==> src/rtl/colour_palette_pkg.sv <==
`default_nettype none
// +----------------------------------------------------------------------------+
// | colour_pkg: shared types, defaults and default-palette generator           |
// | Rev 1.0                                                                    |
// +----------------------------------------------------------------------------+
package colour_pkg;

  localparam int DEF_CH_W = 8;
  localparam int MAX_CH_W = 16;

  typedef enum logic [0:0] {
    INIT = 1'b0,
    RUN  = 1'b1
  } state_e;

  // Channel k of the {R,G,B} word takes its level from idx[k] (B=0, G=1, R=2).
  function automatic logic [3*MAX_CH_W-1:0] default_colour(input logic [2:0]   idx,
                                                           input int unsigned ch_w);
    logic [3*MAX_CH_W-1:0] res;
    res = '0;
    for (int unsigned b = 0; b < 3*MAX_CH_W; b++) begin
      if (b < 3*ch_w) res[b] = idx[2'(b / ch_w)];
    end
    return res;
  endfunction

endpackage
`default_nettype wire

==> src/rtl/colour_palette_if.sv <==
`default_nettype none
// +----------------------------------------------------------------------------+
// | colour_palette_if: lookup, palette-write and result signals                |
// | Rev 1.0                                                                    |
// +----------------------------------------------------------------------------+
interface colour_palette_if
  import colour_pkg::*;
#(
  parameter int IDX_W = 3,
  parameter int CH_W  = DEF_CH_W
) ();

  logic                enable;
  logic [IDX_W-1:0]    colour;
  logic [CH_W-1:0]     bright;
  logic                wr_en;
  logic [IDX_W-1:0]    wr_addr;
  logic [3*CH_W-1:0]   wr_data;
  logic [3*CH_W-1:0]   rgb;
  logic                valid;
  logic                busy;

  modport master (
    output enable, colour, bright, wr_en, wr_addr, wr_data,
    input  rgb, valid, busy
  );

  modport slave (
    input  enable, colour, bright, wr_en, wr_addr, wr_data,
    output rgb, valid, busy
  );

endinterface
`default_nettype wire

==> src/rtl/colour_palette_scale.sv <==
`default_nettype none
// +----------------------------------------------------------------------------+
// | colour_scale: one channel of the stage-2 brightness multiply and register  |
// | Rev 1.0                                                                    |
// +----------------------------------------------------------------------------+
module colour_scale #(
  parameter int CH_W = 8
) (
  input  wire logic            clk,
  input  wire logic            rst,
  input  wire logic            i_en,
  input  wire logic [CH_W-1:0] i_ch,
  input  wire logic [CH_W-1:0] i_bright,
  output logic      [CH_W-1:0] o_ch
);

  localparam int PROD_W = 2*CH_W + 1;

  logic [CH_W:0]     w_bp1;
  logic [PROD_W-1:0] w_prod;
  logic [CH_W-1:0]   r_ch;
  logic              w_unused;

  // bright+1 makes all-ones an exact unity gain after the >>CH_W.
  assign w_bp1    = {1'b0, i_bright} + (CH_W+1)'(1);
  assign w_prod   = PROD_W'(i_ch) * PROD_W'(w_bp1);
  assign w_unused = ^{w_prod[PROD_W-1], w_prod[CH_W-1:0]};

  always_ff @(posedge clk) begin
    if (rst) begin
      r_ch <= '0;
    end else if (i_en) begin
      r_ch <= w_prod[2*CH_W-1:CH_W];
    end
  end

  assign o_ch = r_ch;

endmodule
`default_nettype wire

==> src/rtl/colour_palette.sv <==
`default_nettype none
// +----------------------------------------------------------------------------+
// | colour_palette: writable palette lookup with brightness scaling            |
// | Rev 1.0                                                                    |
// +----------------------------------------------------------------------------+
module colour_palette
  import colour_pkg::*;
#(
  parameter int IDX_W = 3,
  parameter int CH_W  = DEF_CH_W
) (
  input  wire logic        clk,
  input  wire logic        rst,
  colour_palette_if.slave  bus
);

  localparam int DEPTH = 2**IDX_W;
  localparam int RGB_W = 3*CH_W;

  state_e             r_state;
  state_e             w_state_nxt;
  logic [IDX_W-1:0]   r_idx;
  logic               w_init_we;
  logic               w_last;

  logic [RGB_W-1:0]   r_pal [DEPTH];
  logic [3*MAX_CH_W-1:0] w_def_full;
  logic [RGB_W-1:0]   w_def;
  logic               w_unused;

  logic               w_run;
  logic               w_user_we;
  logic               w_accept;
  logic [RGB_W-1:0]   w_rd;

  logic               r_s1_vld;
  logic [RGB_W-1:0]   r_s1_rgb;
  logic [CH_W-1:0]    r_s1_bright;
  logic               r_s2_vld;
  logic [RGB_W-1:0]   w_rgb;

  always_ff @(posedge clk) begin
    if (rst) begin
      r_state <= INIT;
      r_idx   <= '0;
    end else begin
      r_state <= w_state_nxt;
      if (w_init_we) r_idx <= r_idx + IDX_W'(1);
    end
  end

  always_comb begin
    w_state_nxt = r_state;
    w_init_we   = 1'b0;
    w_last      = (r_idx == IDX_W'(DEPTH-1));
    case (r_state)
      INIT: begin
        w_init_we = 1'b1;
        if (w_last) w_state_nxt = RUN;
      end
      RUN:     w_state_nxt = RUN;
      default: w_state_nxt = INIT;
    endcase
  end

  // Indices wider than 3 bits alias onto the 8 legacy colours.
  assign w_def_full = default_colour(3'(r_idx), CH_W);
  assign w_def      = w_def_full[RGB_W-1:0];
  assign w_unused   = ^w_def_full;

  assign w_run     = (r_state == RUN) && !rst;
  assign w_user_we = w_run && bus.wr_en;
  assign w_accept  = w_run && bus.enable;

  always_ff @(posedge clk) begin
    if (w_init_we) begin
      r_pal[r_idx] <= w_def;
    end else if (w_user_we) begin
      r_pal[bus.wr_addr] <= bus.wr_data;
    end
  end

  // Write-first: a same-cycle write to the looked-up entry wins over the array.
  assign w_rd = (w_user_we && (bus.wr_addr == bus.colour)) ? bus.wr_data
                                                           : r_pal[bus.colour];

  always_ff @(posedge clk) begin
    if (rst) begin
      r_s1_vld    <= 1'b0;
      r_s1_rgb    <= '0;
      r_s1_bright <= '0;
      r_s2_vld    <= 1'b0;
    end else begin
      r_s1_vld <= w_accept;
      r_s2_vld <= r_s1_vld;
      if (w_accept) begin
        r_s1_rgb    <= w_rd;
        r_s1_bright <= bus.bright;
      end
    end
  end

  for (genvar g = 0; g < 3; g++) begin : g_ch
    colour_scale #(.CH_W(CH_W)) u_scale (
      .clk      (clk),
      .rst      (rst),
      .i_en     (r_s1_vld),
      .i_ch     (r_s1_rgb[g*CH_W +: CH_W]),
      .i_bright (r_s1_bright),
      .o_ch     (w_rgb[g*CH_W +: CH_W])
    );
  end

  assign bus.rgb   = w_rgb;
  assign bus.valid = r_s2_vld;
  assign bus.busy  = (r_state == INIT) || rst;

endmodule
`default_nettype wire
==> src/flat_wrapper.sv <==
// flat-port wrapper written by rule: the top's interface ports become plain ports
module colour_palette_flat import colour_pkg::*;
#(
  parameter int IDX_W = 3,
  parameter int CH_W  = DEF_CH_W
)
  (clk, rst, bus_enable, bus_colour, bus_bright, bus_wr_en, bus_wr_addr, bus_wr_data, bus_rgb, bus_valid, bus_busy);
  colour_palette_if #(.IDX_W(IDX_W), .CH_W(CH_W)) bus_i ();
  input  wire logic clk;
  input  wire logic rst;
  input wire logic [$bits(bus_i.enable)-1:0] bus_enable;
  input wire logic [$bits(bus_i.colour)-1:0] bus_colour;
  input wire logic [$bits(bus_i.bright)-1:0] bus_bright;
  input wire logic [$bits(bus_i.wr_en)-1:0] bus_wr_en;
  input wire logic [$bits(bus_i.wr_addr)-1:0] bus_wr_addr;
  input wire logic [$bits(bus_i.wr_data)-1:0] bus_wr_data;
  output wire logic [$bits(bus_i.rgb)-1:0] bus_rgb;
  output wire logic [$bits(bus_i.valid)-1:0] bus_valid;
  output wire logic [$bits(bus_i.busy)-1:0] bus_busy;
  assign bus_i.enable = bus_enable;
  assign bus_i.colour = bus_colour;
  assign bus_i.bright = bus_bright;
  assign bus_i.wr_en = bus_wr_en;
  assign bus_i.wr_addr = bus_wr_addr;
  assign bus_i.wr_data = bus_wr_data;
  assign bus_rgb = bus_i.rgb;
  assign bus_valid = bus_i.valid;
  assign bus_busy = bus_i.busy;
  colour_palette #(.IDX_W(IDX_W), .CH_W(CH_W)) u_core (.clk(clk), .rst(rst), .bus(bus_i));
endmodule
==> config.mk <==
export PLATFORM = sky130hd
export DESIGN_NAME = colour_palette_flat
export DESIGN_NICKNAME = d
export VERILOG_FILES = /design/src/rtl/colour_palette_pkg.sv /design/src/rtl/colour_palette_if.sv /design/src/rtl/colour_palette_scale.sv /design/src/rtl/colour_palette.sv /design/src/flat_wrapper.sv
export SDC_FILE = /design/constraint.sdc
export NUM_CORES = 1
export LEC_CHECK = 0
export CORE_ASPECT_RATIO = 1.2
export CORE_UTILIZATION = 52
export DETAILED_ROUTE_END_ITERATION = 6
export PLACE_DENSITY = 0.78
export SETUP_SLACK_MARGIN = 0.3
export SLEW_MARGIN = 15
export SYNTH_ARGS = -nofsm -noshare
export SYNTH_HDL_FRONTEND = slang
export SYNTH_SLANG_ARGS = --single-unit
==> constraint.sdc <==
create_clock -name clk -period 6.21 [get_ports clk]
set_clock_uncertainty 0.15 [all_clocks]
set_input_delay 1.863 -clock clk [delete_from_list [all_inputs] [get_ports clk]]
set_output_delay 1.863 -clock clk [all_outputs]
set_load 0.02 [all_outputs]
# --- After elaboration in Yosys (flattened, before gate mapping) ---
# Memory sizes are Yosys's and may differ from the RTL's. A register that Yosys moved wholly into a read port is not among the register bits.
# Index checks and enable logic that the tools add are counted.
word_totals:
  reg_bits: 38
  ram_bits: 192
  input_bits: 42
  output_inout_bits: 26
  wordCells: 31
  mem_count: 1
op_classes:
  n_addsub: 2
  multipliers: 3
  n_eq_ne: 1
  n_mux: 9
  n_bitwise: 1
  reduce_logical: 6
mem_list:
  columns: ["memory", "words", "width", "read_ports", "rd_ports_with_merged_regs", "wr", "line", "rtl"]
  rows:
  - ["u_core.r_pal", 8, 24, 1, 1, 1, "colour_palette.sv:26", "logic [RGB_W-1:0] r_pal [DEPTH];"]
op_table:
  columns: ["cell", "count"]
  rows:
  - ["$mul A8 B9 Y16", 3]
  - ["$mux W24", 1]
  - ["$reduce_or A24 Y1", 1]
  - ["$add A8 B1 Y9 const B", 1]
  - ["$mux W1", 6]
  - ["$add A3 B1 Y3 const B", 1]
  - ["$eq A3 B3 Y1 const B", 1]
  - ["$logic_and A1 B1 Y1", 3]
  - ["$mux W3", 1]
  - ["$pmux W1 S2", 1]
  - ["$logic_not A1 Y1", 1]
  - ["$logic_or A1 B1 Y1", 1]
  - ["$not A1 Y1", 1]

# --- Depth between registers and ports, before layout ---
# Gate-level depths: netlist of run 1.
depth:
  depth_word: 8
  ltp_mapped: 19
  ltp_nobuf: 18

# --- Modules after synthesis ---
# Synthesis of run 1 repeated with hierarchy kept, for this count alone.
hier_totals:
  cells_unflattened: 1534
  hier_area_um2: 17302.8
modules_own_cells:
  columns: ["mod", "instances", "cells_per_inst", "area_per_inst_um2", "seq_area_each_um2"]
  rows:
  - ["colour_palette", 1, 645, 9474.1, 6526.3]
  - ["colour_scale (u_core.g_ch[1].u_scale)", 1, 296, 2647.5, 160.2]
  - ["colour_scale (u_core.g_ch[2].u_scale)", 1, 306, 2643.8, 160.2]
  - ["colour_scale (u_core.g_ch[0].u_scale)", 1, 287, 2537.4, 160.2]

# --- Worst setup path after synthesis of run 1 ---
# OpenSTA, ideal clock, no wires.
synth_timing:
  kind: "register to register"
  startpoint: "register u_core.r_s1_bright[2]"
  endpoint: "register u_core.g_ch[1].u_scale.r_ch[7]"
  setup_time_ns: 0.122
  arrival_time_ns: 5.109
  required_time_ns: 5.938
  setup_slack_ns: 0.829
  stages_incl_launch_ff: 19
  path_buffers: 1
  synth_period_minus_slack_ns: 5.381
  cell_sequence: "dfxtp_1 nand3_1 nor2_1 xor2_1 clkbuf_1 nand2_1 fa_1 fa_1 inv_1 fa_1 inv_1 fa_1 inv_1 ha_1 a21oi_1 o22ai_1 o32ai_1 o21ai_0 a221o_1"
synth_via:
  elab_chain_len: 2
synth_lines:
  columns: ["item", "line", "rtl"]
  rows:
  - ["start: declaration", "colour_palette.sv:38", "logic [CH_W-1:0] r_s1_bright;"]
  - ["start signal: assignment", "colour_palette.sv:98", "r_s1_bright <= bus.bright;"]
  - ["$add A8 B1 Y9", "colour_palette_scale.sv:25", "assign w_bp1 = {1'b0, i_bright} + (CH_W+1)'(1);"]
  - ["$mul A8 B9 Y16", "colour_palette_scale.sv:26", "assign w_prod = PROD_W'(i_ch) * PROD_W'(w_bp1);"]
  - ["end signal: assignment", "colour_palette_scale.sv:33", "r_ch <= w_prod[2*CH_W-1:CH_W];"]
  - ["end: declaration", "colour_palette_scale.sv:21", "logic [CH_W-1:0] r_ch;"]
# Every way passes these cells.
# A chain may end at the register's enable or synchronous reset.

# --- Worst setup path in the final report of run 1 ---
layout_timing:
  startpoint: "register u_core.r_s1_bright[2]"
  endpoint: "register u_core.g_ch[0].u_scale.r_ch[7]"
layout_via:
  elab_chain_len: 2
layout_lines:
  columns: ["item", "line"]
  rows:
  - ["$add A8 B1 Y9", "colour_palette_scale.sv:25"]
  - ["$mul A8 B9 Y16", "colour_palette_scale.sv:26"]
  - ["end signal: assignment", "colour_palette_scale.sv:33"]
  - ["end: declaration", "colour_palette_scale.sv:21"]
# Every way passes these cells.

==> flow_summary_export.csv, run 1 <==
group,metric,value,unit
yosys,synth_seq_area_share,0.416,
grt,overflow,0,
min_path,hold_path_end,"u_core.g_ch[0].u_scale.o_ch[6]",
clock_tree,clk_pin_slew,0.06,ns
clock_tree,cts-root-buf,"clkbuf_16",
sta,fin_crit_sh,0.900,
routing,wl_per_cell,21.1,um
layout,drive_gt1_frac,0.121,
grt,grt_pass1_vias,11700,
sta,hold_viol_final,0,
worst_setup_path,rrSetupSlack,0.62,ns
floorplan,io-pin-count,68,
worst_setup_path,r2r_end,"u_core.g_ch[0].u_scale.o_ch[7]",
worst_setup_path,cp.arrival,5.85,ns
yosys,synth.largest_area_cell,"edfxtp_1",
yosys,syn_area,16900,um2
place,place_congestion,0.844,
floorplan,start_util,0.533,
power,p_leak,8.01,nW
layout,finish.utilization,0.599,
place,preCtsSetupSlack,0.410,ns
place,place_area,18000,um2
yosys,async_flop_share,0,
floorplan,core_region_area,31600,um2
clock_tree,cts_max_level,1,
worst_setup_path,endpoint_kind,"register",
clock_tree,cts_tree,"built",
clock_tree,clock-sinks,254,
layout,final_area,18900,um2
routing,ant_nets,0,
run_status,status,"completed",
grt,grt_pass1_wl,63.1,mm
worst_setup_path,crit-reg2reg-launch,"u_core.r_s1_bright[2]",
sta,tns,0,ns
worst_setup_path,critPathMaxFanout,8,
yosys,synth_top_area_frac,0.342,
yosys,synth_ff_type,"edfxtp_1",
floorplan,dieArea,33100,um2
worst_setup_path,startpoint_type,"register",
worst_setup_path,cp-startpoint,"u_core.r_s1_bright[2]",
yosys,synth_cell_types,67,
place,portBuffers,67,
yosys,synth_edf_count,192,
routing,dr.pass1.iters,5,
clock_tree,post_cts_buffers,0,
worst_setup_path,ff2ff_path_depth,18,
layout,multi_input_area,8880,um2
sta,setup_slack,0.618,ns
yosys,synth_seq_cells,254,
min_path,hp-class,"register to register",
min_path,hold_depth,2,
layout,register_area,7010,um2
grt,grt.total_usage,0.247,
routing,via_per_inst,6.01,
sta,fmax,0.179,GHz
sta,maxSlewViolCount,0,
routing,wl,39.9,mm
flow_run,drv_cap,0,
worst_setup_path,criticalPathCategory,"register to register",
sta,worst_pin_slew,1.12,ns
clock_tree,clk_latency,0.55,ns
yosys,synth_area_leaders,"edfxtp_1 (34%), fa_1 (14%), dfxtp_1 (7.4%), ha_1 (7.3%), mux4_2 (6.4%)",
yosys,netlist_instances,1413,
power,ir_drop,285,uV
layout,area_delta_synth_final,12.3,%
layout,diodes,0,
sta,rsz0062_at_grt,"false",
min_path,hold_start,"u_core.g_ch[0].u_scale.o_ch[6]",
routing,vias,11400,
yosys,synth_fp_nets,1674,
floorplan,rows,71,
clock_tree,cts_buffer_depth,3,
layout,nets,1730,
clock_tree,cts_made_buffers,26,
yosys,yosys_warnings,0,
place,hpwlAfterDp,27.2,mm
power,power_density,205,nW/um2
worst_setup_path,crit_required,6.46,ns
floorplan,fp.dieH,199,um
grt,grt_start_max_net_pins,64,
routing,route.detailed.drc,0,
sta,setup_violations,0,
routing,drt_iter0_markers,886,
yosys,syn_avg_cell_area,11.9,um2
grt,antenna_found_initial,0,
layout,n_fill_cell,2481,
floorplan,fp.dieW,166,um
sta,slew_headroom,0.251,
sta,fin_crit,5.59,ns
==> cell usage after synthesis, types with 4 or more instances <==
cell type / count
edfxtp_1: 192
mux2i_1: 4
a21oi_1: 53
buf_1: 8
a211o_1: 4
dfxtp_1: 62
o311ai_0: 32
o211ai_1: 5
ha_1: 99
o21ai_0: 15
and2_1: 148
o311ai_1: 20
nand4b_1: 7
nor3_1: 12
nand2b_1: 14
and3_1: 6
mux2_2: 24
nand4_1: 5
mux4_2: 48
xor2_1: 8
inv_1: 184
fa_1: 120
a32oi_1: 4
nor2_1: 34
nand3b_1: 32
xnor2_1: 17
nor2b_1: 20
buf_6: 4
nand2_1: 79
nand3_1: 17
a21o_1: 11
a211oi_1: 4
nor3b_1: 7
clkbuf_1: 62
==> worst max-delay path, cell delays in order (launching register included) <==
cell	delay, ns
dfxtp_1	0.40
nand3_1	0.18
nor2_1	0.19
and3_1	0.20
xor2_1	0.30
buf_4	0.22
and2_1	0.16
fa_1	0.43
fa_1	0.50
fa_1	0.49
inv_1	0.05
fa_1	0.47
inv_1	0.04
ha_1	0.32
and2_1	0.17
and4_1	0.25
a211oi_2	0.33
nor4_1	0.10
or4_1	0.53
==> layer usage <==
| metal | track usage | vias to the layer above | routed length (um) |
|---|---|---|---|
| met3 | 0.0396 | 99 | 2910 |
| met2 | 0.449 | 463 | 20700 |
| met5 | 0 | - | 0 |
| met1 | 0.292 | 5716 | 14800 |
| li1 | - | 5079 | - |
| met4 | 0.105 | 0 | 1450 |
==> where the power goes <==
group | internal [W] | leakage [nW] | total, W | switching, W
sequential | 0.00193 | 2.31 | 0.00195 | 0.0000227
combinational | 0.000122 | 5.26 | 0.000315 | 0.000194
clock | 0.000957 | 0.447 | 0.00162 | 0.000664
total | 0.00301 | 8.01 | 0.00389 | 0.000881
==> cell type report <==
| type | instances | share of cell area |
|---|---|---|
| clock buffers | 33 | 0.0402 |
| clock inverters | 15 | 0.00760 |
| inverters | 184 | 0.0365 |
| multi-input cells | 898 | 0.469 |
| flip-flops and latches | 254 | 0.370 |
| well taps | 401 | 0.0265 |
| repair buffers | 105 | 0.0498 |
==> kinds of logic (layout without fill, tap and decap cells) <==
logic type                 after synthesis  after routing  share of synthesized area
AOI/OAI and AO/OA                      178            178                     0.0756
xor gates and xnor gates                26             26                     0.0140
adders and majority gates              219            219                      0.216
buffers and inverters                  261            337                     0.0601
DFF                                    254            254                      0.416
muxes                                   77             77                     0.0839
and+or+nand+nor                        398            398                      0.135
==> state kept, by name (all words and copies together), names as in the netlist <==
name,cells
u_core.r_s1_rgb,24
u_core.r_s1_vld,1
u_core.r_s1_bright,8
u_core.r_idx,3
u_core.r_pal,192
u_core.bus.valid,1
u_core.g_ch.u_scale.o_ch,24
u_core.r_state,1
==> placed cells by master (no fill, tap or decap), types with 11 or more instances in the layout <==
| cell type | synthesis | layout |
|---|---|---|
| edfxtp_1 | 192 | 192 |
| nor3_1 | 12 | 12 |
| nand2_1 | 79 | 78 |
| xnor2_1 | 17 | 17 |
| a21oi_1 | 53 | 53 |
| nand3b_1 | 32 | 32 |
| nand3_1 | 17 | 17 |
| mux4_2 | 48 | 48 |
| clkbuf_16 | 0 | 29 |
| clkdlybuf4s50_1 | 0 | 64 |
| a21o_1 | 11 | 11 |
| fa_1 | 120 | 120 |
| and2_1 | 148 | 148 |
| inv_1 | 184 | 184 |
| nor2b_1 | 20 | 20 |
| ha_1 | 99 | 99 |
| dfxtp_1 | 62 | 61 |
| mux2_2 | 24 | 24 |
| nand2b_1 | 14 | 14 |
| o311ai_1 | 20 | 20 |
| o21ai_0 | 15 | 15 |
| o311ai_0 | 32 | 32 |
| buf_4 | 0 | 39 |
| nor2_1 | 34 | 26 |
==> metrics by stage <==
step                      hold slack [ns]  instances  power (W)
final                               0.308       1890    0.00389
after floorplan                     0.325       1413    0.00217
after global routing                0.333       1890    0.00400
after global placement              0.294       1842    0.00228
after CTS                           0.315       1890    0.00391
after detailed placement            0.299       1842    0.00230
==> repair_timing <==
item / 4_1_cts / 5_1_grt
setup endpoints to repair: 0 / 8
hold buffers: 0 / 0
resized for setup: 0 / 7
==> how the worst max path moves through the flow <==
stage,slack (ns),to,depth (start not counted)
after floorplan,0.83,u_core.g_ch[1].u_scale.o_ch[7],18
after global placement,0.60,u_core.g_ch[1].u_scale.o_ch[7],18
after detailed placement,0.41,u_core.g_ch[1].u_scale.o_ch[7],18
after CTS,0.43,u_core.g_ch[1].u_scale.o_ch[7],18
after global routing,0.30,u_core.g_ch[0].u_scale.o_ch[7],18
final,0.62,u_core.g_ch[0].u_scale.o_ch[7],18
Power figures use the tool's default switching activity.
==> inputs of run 2 (changes only) <==
- CTS_CLUSTER_SIZE: default -> 16
==> results of run 2 <==
Same layout as run 1: the final DEF is identical, and so are final timing and power.
==> inputs of run 3 (changes only) <==
- ABC_AREA: default -> 1
- DONT_BUFFER_PORTS: default -> 1
- clock period: 6.21 -> 5.1 ns (I/O delays scaled with it)
==> flow_summary_export.csv, run 3 <==
group,metric,value,unit
grt,antenna_found_initial,0,
worst_setup_path,critPathMaxFanout,18,
routing,route.detailed.drc,0,
sta,hold_viol_final,0,
sta,worst_pin_slew,1.08,ns
yosys,synth_cell_types,34,
worst_setup_path,crit_path_top_delay_cell,"fa_2",
clock_tree,cts_made_buffers,27,
layout,area_delta_synth_final,12.0,%
layout,diodes,0,
grt,grt.total_usage,0.243,
routing,drt_iter0_markers,1292,
sta,fin_crit_sh,0.933,
yosys,synth_xor_area_frac,0.00858,
place,place_congestion,0.941,
yosys,synthAdderAreaFrac,0.210,
yosys,syn_area,17400,um2
sta,rsz0062_at_grt,"true",
clock_tree,cts-root-buf,"clkbuf_16",
grt,overflow,0,
yosys,synth_most_common_cell,"nand2_1",
yosys,synthMuxAreaShare,0,
yosys,synth_seq_cells,254,
flow_run,drv_cap,0,
power,power_density,231,nW/um2
routing,wl,42.9,mm
worst_setup_path,criticalPathCategory,"register to register",
sta,fin_crit,4.76,ns
routing,via_per_inst,5.45,
layout,layout_commonest_cell,"nand2_1",
floorplan,fp.dieW,169,um
floorplan,fp.dieH,202,um
yosys,synth_seq_area_share,0.404,
clock_tree,cts_buffer_depth,3,
layout,finish.utilization,0.598,
worst_setup_path,startpoint_type,"register",
routing,wl_per_cell,17.3,um
sta,maxSlewViolCount,0,
layout,largest_reg_flops,192,
worst_setup_path,cp_top_family,"adder cells",
clock_tree,clk_latency,0.57,ns
yosys,synth.largest_area_cell,"edfxtp_1",
yosys,synth_top_family_by_area,"adder cells",
routing,vias,13500,
clock_tree,cts_tree,"built",
floorplan,io-pin-count,68,
place,hpwlAfterDp,28.2,mm
routing,dr.pass1.iters,6,
yosys,synth_area_leaders,"edfxtp_1 (33%), fa_1 (14%), nand2_1 (8.3%), inv_1 (7.9%), dfxtp_1 (7.1%)",
run_status,status,"completed",
grt,grt_pass1_wl,65.8,mm
power,cellInternalPower,0.00341,W
layout,nets,2272,
floorplan,core_region_area,32500,um2
yosys,synthTopCellsByCount,"nand2_1 (383), inv_1 (364), nor2_1 (236), edfxtp_1 (192), a21oi_1 (135)",
layout,n_fill_cell,2731,
power,comb_power_share,0.068,
worst_setup_path,crit_required,5.42,ns
clock_tree,clk_pin_slew,0.07,ns
layout,final_cell_mix,"nand2_1 (363), inv_1 (352), nor2_1 (199)",
yosys,yosys_warnings,0,
yosys,synth_top_area_frac,0.332,
sta,fmax,0.210,GHz
yosys,syn_avg_cell_area,8.62,um2
yosys,synth_edf_count,192,
worst_setup_path,endpoint_kind,"register",
floorplan,dieArea,34100,um2
min_path,hp-class,"register to register",
power,p_clk_frac,0.404,
worst_setup_path,cp_num_buf_inv,4,
power,p_sw_frac,0.241,
power,p_sw,0.00108,W
power,power_frac_seq,0.528,
layout,max_flop_register,"u_core.r_pal",
place,portBuffers,0,
place,preCtsSetupSlack,0.0765,ns
sta,slew_headroom,0.272,
power,ir_drop,327,uV
layout,drive_gt1_frac,0.113,
sta,setup_violations,0,
clock_tree,cts_max_level,1,
routing,ant_nets,0,
sta,setup_slack,0.340,ns
yosys,synth_fp_nets,2275,
grt,grt_start_max_net_pins,195,
worst_setup_path,critPathMaxStageDelay,0.49,ns
yosys,async_flop_share,0,
grt,grt_pass1_vias,13000,
yosys,yosys.area_share.simple,0.186,
worst_setup_path,cp_cell_sequence,"ha_4 -> nand2_2 -> nor2_4 -> inv_2 -> o21ai_0 -> nand2_1 -> buf_12 -> nor2_2 -> fa_1 -> fa_2 -> fa_1 -> inv_1 -> fa_1 -> inv_1 -> ha_4 -> nand2_1 -> o21ai_1 -> a21oi_1 -> nand3_1 -> nand2_1 -> nor2_1 -> nor2_1",
power,p_leak,8.83,nW
clock_tree,clock-sinks,254,
sta,tns,0,ns
floorplan,rows,72,
yosys,netlist_instances,2014,
yosys,synth_ff_type,"edfxtp_1",
floorplan,start_util,0.534,
yosys,synth_compound_area_frac,0.0924,
worst_setup_path,cp.arrival,5.08,ns
==> run 3: changes by cell type in the layout (fill, tap and decap cells not counted), sizes merged, moves of 82 or more <==
| cell | before | now |
|---|---|---|
| nor2 | 34 | 240 |
| o21ai | 15 | 132 |
| inv | 186 | 370 |
| nand2 | 79 | 391 |
| and2 | 148 | 0 |
| nand3 | 17 | 103 |
| a21oi | 53 | 135 |
==> run 3: per-layer routing <==
layer	up-vias	part of all wire	global-route usage
met4	0	0.039	0.0805
met5	-	0	0
met2	571	0.49	0.416
met3	137	0.067	0.0347
met1	6353	0.41	0.317
li1	6424	-	-
==> run 3: what timing repair did <==
item                       4_1_cts  5_1_grt
pin swaps                        3       41
resized for setup               23      138
buffers inserted                 1       12
setup endpoints to repair       24       24
cloned                           0        3
hold buffers                     0        0
==> run 3: cell type report <==
class | count | area (um2) | share of cell area
Tap cell | 444 | 556 | 0.0286
Sequential cell | 254 | 7020 | 0.361
Timing Repair Buffer | 46 | 468 | 0.0241
Clock buffer | 30 | 687 | 0.0353
Inverter | 370 | 1400 | 0.0720
Clock inverter | 20 | 116 | 0.00598
Multi-Input combinational cell | 1312 | 9210 | 0.473
==> run 3: power by group through the flow <==
stage	sequential, W	clock [W]	combinational (W)
global route	0.00238	0.00192	0.000338
floorplan	0.00241	0	0.000240
finish	0.00237	0.00181	0.000305
global placement	0.00241	0	0.000291
CTS	0.00237	0.00184	0.000303
detailed placement	0.00242	0	0.000301
==> run 3: per-stage QoR <==
stage	hold slack (ns)	instance area, um2	instances	total power, W
after floorplan	0.288	17400	2014	0.00265
after global placement	0.330	17800	2410	0.00270
after detailed placement	0.344	17800	2410	0.00272
after CTS	0.349	18700	2461	0.00451
after global routing	0.378	19500	2476	0.00463
final	0.363	19500	2476	0.00449
==> run 3: tightest hold or removal path, stage by stage (launching register included) <==
cell	delay, ns
dfxtp_1	0.33
nand3_1	0.09
nand2_1	0.05
==> run 3: worst paths after layout <==
| path | slack (ns) | end | cells past startpoint | from |
|---|---|---|---|---|
| max | 0.34 | u_core.g_ch[0].u_scale.o_ch[6] | 22 | u_core.r_s1_bright[1] |
| min | 0.36 | u_core.r_s1_rgb[12] | 2 | u_core.r_s1_rgb[12] |
| max reg2reg | 0.34 | u_core.g_ch[0].u_scale.o_ch[6] | 22 | u_core.r_s1_bright[1] |
| min reg2reg | 0.36 | u_core.r_s1_rgb[12] | 2 | u_core.r_s1_rgb[12] |
==> run 3: cells by family after synthesis <==
group,count (synthesis)
AOI/OAI and AO/OA,305
xor gates and xnor gates,17
adders and majority gates,219
buffers and inverters,448
DFF,254
and+or+nand+nor,771
